$ cat config.mk
export PLATFORM = sky130hd
export DESIGN_NAME = control_sequencer
export DESIGN_NICKNAME = d
export VERILOG_FILES = /design/src/rtl/control_sequencer.sv
export SDC_FILE = /design/constraint.sdc
export NUM_CORES = 1
export LEC_CHECK = 0
export CAP_MARGIN = 0
export CORE_AREA = 4 4 78 80
export CTS_CLUSTER_DIAMETER = 50
export DETAILED_ROUTE_END_ITERATION = 12
export DIE_AREA = 0 0 82 84
export PLACE_DENSITY_LB_ADDON = 0.08
export SLEW_MARGIN = 20
export SYNTH_ARGS = -nofsm -noshare
export SYNTH_HDL_FRONTEND = slang
export SYNTH_SLANG_ARGS = --single-unit
$ cat constraint.sdc
create_clock -name clk_i -period 1.7 [get_ports clk_i]
set_clock_uncertainty 0.2 [all_clocks]
set_input_delay 0.17 -clock clk_i [delete_from_list [all_inputs] [get_ports clk_i]]
set_output_delay 0.17 -clock clk_i [all_outputs]
set_load 0.01 [all_outputs]
$ cat src/rtl/control_sequencer.sv
// Multi-cycle control sequencer for the 9-bit CPU.
// Owns the PC, fetches instructions from instruction memory and decodes each one into
// registered datapath controls. It stalls on data memory and multi-cycle ops, resolves
// jumps and branches, and handles the start/done handshake.
//
// Ports:
//   clk_i, reset_i     clock, synchronous active-high reset
//   start_i            one-cycle pulse, starts execution at PC 0 (from IDLE or DONE only)
//   instr_i            instruction word at address pc_o, qualified by instr_valid_i
//   zero_i             datapath zero flag, sampled in EXEC
//   tgt_addr_i         jump/branch target
//   mem_ready_i        data memory access complete
//   pc_o               instruction address
//   op_o, op_valid_o   decoded operation and its qualifier
//   reg_src_o/reg_dst_o/imm_o/mem_sel_o/alu_rs_o  decoded fields (unused fields are 0)
//   busy_o, done_o     running / halted status
module control_sequencer #(
  parameter int unsigned IW        = 9,
  parameter int unsigned RW        = 4,
  parameter int unsigned PCW       = 10,
  parameter int unsigned MULTI_CYC = 2
) (
  input  logic           clk_i,
  input  logic           reset_i,
  input  logic           start_i,
  input  logic [IW-1:0]  instr_i,
  input  logic           instr_valid_i,
  input  logic           zero_i,
  input  logic [PCW-1:0] tgt_addr_i,
  input  logic           mem_ready_i,
  output logic [PCW-1:0] pc_o,
  output logic [4:0]     op_o,
  output logic           op_valid_o,
  output logic [RW-1:0]  reg_src_o,
  output logic [RW-1:0]  reg_dst_o,
  output logic [RW-1:0]  imm_o,
  output logic           mem_sel_o,
  output logic           alu_rs_o,
  output logic           busy_o,
  output logic           done_o
);

  // Counter only needs to hold MULTI_CYC-1.
  localparam int unsigned CntW = (MULTI_CYC > 1) ? $clog2(MULTI_CYC) : 1;

  typedef enum logic [4:0] {
    OpNop   = 5'd0,
    OpLoad  = 5'd1,
    OpStor  = 5'd2,
    OpIncr  = 5'd3,
    OpDecr  = 5'd4,
    OpJizr  = 5'd5,
    OpJnzr  = 5'd6,
    OpBizr  = 5'd7,
    OpBnzr  = 5'd8,
    OpSeth  = 5'd9,
    OpAlu   = 5'd10,
    OpLslc  = 5'd11,
    OpLsrc  = 5'd12,
    OpFlip  = 5'd13,
    OpFunc  = 5'd14,
    OpLithi = 5'd15,
    OpLitlo = 5'd16,
    OpMov   = 5'd17
  } op_e;

  typedef enum logic [2:0] {
    StIdle,
    StFetch,
    StExec,
    StWaitMem,
    StMulti,
    StDone
  } state_e;

  state_e          state_q, state_d;
  logic [PCW-1:0]  pc_q, pc_d;
  op_e             op_q, op_d;
  logic [RW-1:0]   src_q, src_d;
  logic [RW-1:0]   dst_q, dst_d;
  logic [RW-1:0]   imm_q, imm_d;
  logic            mem_sel_q, mem_sel_d;
  logic            alu_rs_q, alu_rs_d;
  logic            halt_q, halt_d;
  logic [CntW-1:0] cnt_q, cnt_d;

  // Decoded view of instr_i
  logic [1:0]    grp, sub;
  logic          bit_sel;
  logic [RW-1:0] operand;
  op_e           dec_op;
  logic [RW-1:0] dec_src, dec_dst;
  logic          dec_mem_sel, dec_alu_rs, dec_halt;

  assign grp     = instr_i[IW-1 -: 2];
  assign sub     = instr_i[IW-3 -: 2];
  assign bit_sel = instr_i[IW-5];
  assign operand = instr_i[RW-1:0];

  always_comb begin
    dec_op      = OpNop;
    dec_src     = '0;
    dec_dst     = '0;
    dec_mem_sel = 1'b0;
    dec_alu_rs  = 1'b0;
    dec_halt    = 1'b0;
    unique case (grp)
      2'b10: begin
        unique case (sub)
          2'b00: begin
            dec_op      = bit_sel ? OpStor : OpLoad;
            dec_mem_sel = operand[RW-1];
            if (bit_sel) dec_src = {1'b0, operand[RW-2:0]};
            else         dec_dst = {1'b0, operand[RW-2:0]};
          end
          2'b01: begin
            dec_op  = bit_sel ? OpDecr : OpIncr;
            dec_dst = operand;
          end
          2'b10: dec_op = bit_sel ? OpJnzr : OpJizr;
          default: begin
            dec_op  = bit_sel ? OpBnzr : OpBizr;
            dec_src = operand;
          end
        endcase
      end
      2'b11: begin
        unique case (sub)
          2'b00: dec_op = OpSeth;
          2'b01: begin
            dec_op     = OpAlu;
            dec_alu_rs = bit_sel;
          end
          2'b10: dec_op = bit_sel ? OpLsrc : OpLslc;
          default: begin
            if (!bit_sel) begin
              dec_op = OpFlip;
            end else if (&operand) begin
              dec_halt = 1'b1;  // HALT presents as NOP
            end else begin
              dec_op = OpFunc;
            end
          end
        endcase
      end
      default: begin
        if (sub == 2'b00) begin
          dec_op = bit_sel ? OpLithi : OpLitlo;
        end else begin
          dec_op  = OpMov;
          dec_dst = instr_i[IW-2 -: RW];
          dec_src = operand;
        end
      end
    endcase
  end

  logic           take_branch;
  logic [PCW-1:0] pc_inc;

  assign pc_inc      = pc_q + PCW'(1);
  assign take_branch = (((op_q == OpJizr) || (op_q == OpBizr)) && zero_i) ||
                       (((op_q == OpJnzr) || (op_q == OpBnzr)) && !zero_i);

  always_comb begin
    state_d   = state_q;
    pc_d      = pc_q;
    op_d      = op_q;
    src_d     = src_q;
    dst_d     = dst_q;
    imm_d     = imm_q;
    mem_sel_d = mem_sel_q;
    alu_rs_d  = alu_rs_q;
    halt_d    = halt_q;
    cnt_d     = cnt_q;
    unique case (state_q)
      StIdle, StDone: begin
        if (start_i) begin
          state_d = StFetch;
          pc_d    = '0;
        end
      end
      StFetch: begin
        if (instr_valid_i) begin
          op_d      = dec_op;
          src_d     = dec_src;
          dst_d     = dec_dst;
          imm_d     = operand;
          mem_sel_d = dec_mem_sel;
          alu_rs_d  = dec_alu_rs;
          halt_d    = dec_halt;
          state_d   = StExec;
        end
      end
      StExec: begin
        if (halt_q) begin
          state_d = StDone;
        end else begin
          case (op_q)
            OpLoad, OpStor: begin
              // Memory may already be ready in the EXEC cycle itself.
              if (mem_ready_i) begin
                pc_d    = pc_inc;
                state_d = StFetch;
              end else begin
                state_d = StWaitMem;
              end
            end
            OpLslc, OpLsrc, OpFunc: begin
              if (MULTI_CYC > 1) begin
                cnt_d   = CntW'(MULTI_CYC - 1);
                state_d = StMulti;
              end else begin
                pc_d    = pc_inc;
                state_d = StFetch;
              end
            end
            default: begin
              pc_d    = take_branch ? tgt_addr_i : pc_inc;
              state_d = StFetch;
            end
          endcase
        end
      end
      StWaitMem: begin
        if (mem_ready_i) begin
          pc_d    = pc_inc;
          state_d = StFetch;
        end
      end
      StMulti: begin
        // EXEC already counted as the first cycle; leave when the count hits zero.
        cnt_d = cnt_q - CntW'(1);
        if (cnt_q == CntW'(1)) begin
          pc_d    = pc_inc;
          state_d = StFetch;
        end
      end
      default: state_d = StIdle;
    endcase
  end

  always_ff @(posedge clk_i) begin
    if (reset_i) begin
      state_q   <= StIdle;
      pc_q      <= '0;
      op_q      <= OpNop;
      src_q     <= '0;
      dst_q     <= '0;
      imm_q     <= '0;
      mem_sel_q <= 1'b0;
      alu_rs_q  <= 1'b0;
      halt_q    <= 1'b0;
      cnt_q     <= '0;
    end else begin
      state_q   <= state_d;
      pc_q      <= pc_d;
      op_q      <= op_d;
      src_q     <= src_d;
      dst_q     <= dst_d;
      imm_q     <= imm_d;
      mem_sel_q <= mem_sel_d;
      alu_rs_q  <= alu_rs_d;
      halt_q    <= halt_d;
      cnt_q     <= cnt_d;
    end
  end

  assign pc_o       = pc_q;
  assign op_o       = op_q;
  assign reg_src_o  = src_q;
  assign reg_dst_o  = dst_q;
  assign imm_o      = imm_q;
  assign mem_sel_o  = mem_sel_q;
  assign alu_rs_o   = alu_rs_q;
  assign op_valid_o = (state_q == StExec) || (state_q == StWaitMem) || (state_q == StMulti);
  assign busy_o     = op_valid_o || (state_q == StFetch);
  assign done_o     = (state_q == StDone);

endmodule

==> key figures <==
Outcome
  • Outcome: finished, violations left
  • Failing checks: setup timing

Global route
  • Initial antenna violation count: 0
  • Largest net degree at the start of global routing: 24
  • Vias in the first global route: 2,830
  • Overall global routing resource usage: 24.2%
  • Gr ovfl total: 0
  • First-pass GRT wire length: 13,200 um

Final layout
  • Final #Nets: 490
  • Most common cell after layout, fill and taps aside: buf_4
  • Fill count: 382
  • Layout area overhead: 79.4%
  • Most frequent cells in the layout: 92 x buf_4, 43 x clkdlybuf4s50_1, 29 x nand2_1
  • Antenna fix cells: 0
  • Fraction of layout cells with a size suffix above 1: 41.3%

Clock tree
  • Clock transition at the registers of the reported paths: 0.08 ns
  • Clock root buffer: clkbuf_8
  • Cts bufs inserted: 5
  • CTS sink count: 34
  • Hold Buf Count CTS: 0
  • CTS H-Tree Depth: 2
  • CTS tree: built
  • Bufs on Longest Clock Path: 2
  • Clock Latency Late Sink: 0.29 ns

Power and ir drop
  • Pleak: 1.79 nW
  • Maximum vdd drop: 0.435 mV
  • PwrDens: 612 mW/mm^2

Routing
  • WL per Instance: 16.1 um
  • DR pass1 iterations: 4
  • Residual DRC: 0
  • Drt via density: 5.62
  • Post-DRT Antenna Nets: 0
  • DRT iter0 DRCs: 157
  • DRT Wirelength: 8630 um
  • DR vias: 3,017

STA
  • Tmin final: 1.90 ns
  • Tightest Pin Transition: 0.391 ns
  • Hold Fails Final Rpt: 0
  • Max-slew violations: 0
  • Setup ws final: -0.202 ns
  • Setup violations, final: 20
  • RSZ-0062 raised after global routing: true
  • Slew margin rel.: 73.8%
  • Max Fclk: 0.526 GHz
  • Period Utilization, post-route: 112%
  • Hold slack: 0.254 ns
  • Setup TNS: -1.93 ns

Setup path
  • R2R cell count: 6
  • Reg2reg end: pc_o[2]
  • CP max-delay cell: or3_4
  • CP endpoint kind: flip-flop
  • Worst Path Required: 1.72 ns
  • Worst Path Max Fanout: 6
  • Worst Path Arrival: 1.92 ns
  • Worst path max stage delay: 0.39 ns
  • WS Path Type: reg2reg
  • CP Launch Type: flip-flop
  • Crit Reg-Reg Startpoint: op_o[3]
  • R2r setup slk: -0.20 ns
  • CP cell instances: buf_6 -> nor3_4 -> a21oi_4 -> or3_4 -> a311o_1 -> a31oi_1

Yosys
  • Synthesis Warnings: 0
  • Top_reg_cell synth: dfxtp_1
  • Post-synth cell types: 65
  • Syn Nets: 344
  • Share of synthesized registers carrying an async set or reset: 0%
  • Seq/Total Area, Yosys: 28.8%
  • Mean Syn Cell Area: 7.43 um^2
  • Post-Syn Instances: 318
  • Syn Std Cell Area: 0.00236 mm^2
  • #FFs+latches synth: 34
  • Post-synth EDFFs: 0

Floorplan
  • Die area: 0.00689 mm^2
  • FP Rows: 27
  • Die W: 82 um
  • Core area: 0.00541 mm^2
  • Top Ports: 57
  • Initial Util: 43.7%
  • Die height: 84 um

Min path
  • Hold depth: 2
  • Hold Path End: imm_o[0]
  • Hold/Removal Path Class: reg2reg
  • HP Start: imm_o[0]

Place
  • Pre-CTS setup slack: -0.437 ns
  • Gpl congestion: 0.868
  • Post-DP HPWL: 5910 um
  • Buffers on Ports: 56

Flow run
  • Max-Cap Viols: 0
-- critical path, delay by kind of cell (launching register included) --
kind | cells | cell delay [ns]
AOI/OAI and AO/OA | 3 | 0.55
and+or+nand+nor | 2 | 0.59
buffers and inverters | 1 | 0.12
DFF | 1 | 0.37
-- state kept, by name, indices dropped and copies added (netlist names), 3 cells and up --
| signal | flops |
|---|---|
| reg_dst_o | 4 |
| reg_src_o | 4 |
| op_o | 5 |
| pc_o | 10 |
| state_q | 3 |
| imm_o | 4 |
-- area by class of cell --
cell class / instances / area (um^2) / area share [%]
multi-input combinational: 251 / 1830 / 43.1
timing repair buffer: 163 / 1430 / 33.8
sequential: 34 / 719 / 17.0
clock buffer: 6 / 93.8 / 2.21
tap: 72 / 90.1 / 2.13
clock inverter: 2 / 38.8 / 0.915
inverter: 9 / 38.8 / 0.915
-- per-stage QoR --
step                      power (mW)  instance area [um^2]  utilization, %  std cells
final                           2.59                  4240            78.4        537
after global routing            2.72                  4240            78.4        537
after CTS                       2.51                  3990            73.9        529
after detailed placement        1.59                  3720            68.8        519
after global placement          1.58                  3720            68.8        519
after floorplan                 1.20                  2430               -        318
-- cell usage after synthesis, types with 4 or more instances --
cell,count,share of area [%]
nand4_1,4,1.1
o21ai_0,16,3.4
dfxtp_1,34,29
o31ai_1,4,1.3
a22oi_1,4,1.3
o211ai_1,4,1.3
inv_1,8,1.3
clkbuf_1,19,3.0
a21oi_1,32,6.8
and3_1,9,2.4
nand2b_1,6,1.6
nand2_1,33,5.2
a31oi_1,4,1.1
nor2_1,28,4.4
xnor2_1,4,1.5
nor3_1,8,1.7
nand3_1,12,2.5
a211oi_1,7,2.2
-- power by group --
part / total [mW] / internal [mW] / switching (mW)
Clock: 0.866 / 0.529 / 0.338
Sequential: 0.864 / 0.824 / 0.0395
Combinational: 0.863 / 0.459 / 0.404
Total: 2.59 / 1.81 / 0.781
-- cell families after synthesis --
family,after synthesis,synth area share (%)
compound gates,108,30.5
xor+xnor,6,2.54
fa+ha+maj,1,0.530
buf+inv,33,6.04
flops,34,28.8
mux,5,2.22
simple gates,131,29.3
-- routing by layer --
metal / routed length [um] / track usage [%] / vias up
li1: - / - / 1474
met1: 3630 / 29.6 / 1438
met2: 4410 / 41.8 / 89
met3: 426 / 4.75 / 16
met4: 152 / 6.95 / 0
met5: 0 / 0 / -
-- worst max-delay path by stage --
stage / slack [ns] / cells after the start / end / startpoint
CTS: -0.17 / 7 / pc_o[7] / op_o[3]
global placement: -0.41 / 8 / pc_o[6] / start_i
finish: -0.20 / 6 / pc_o[2] / op_o[3]
floorplan: -0.17 / 7 / pc_o[6] / op_o[2]
detailed placement: -0.44 / 8 / pc_o[7] / start_i
global route: -0.32 / 6 / pc_o[2] / op_o[3]
-- what timing repair did --
item	in CTS	in global routing
setup endpoints to repair	25	36
resized for setup	48	56
pin swaps	15	18
setup buffers	3	8
gates cloned	0	1
Note: power is estimated with default switching activity, not from simulation.
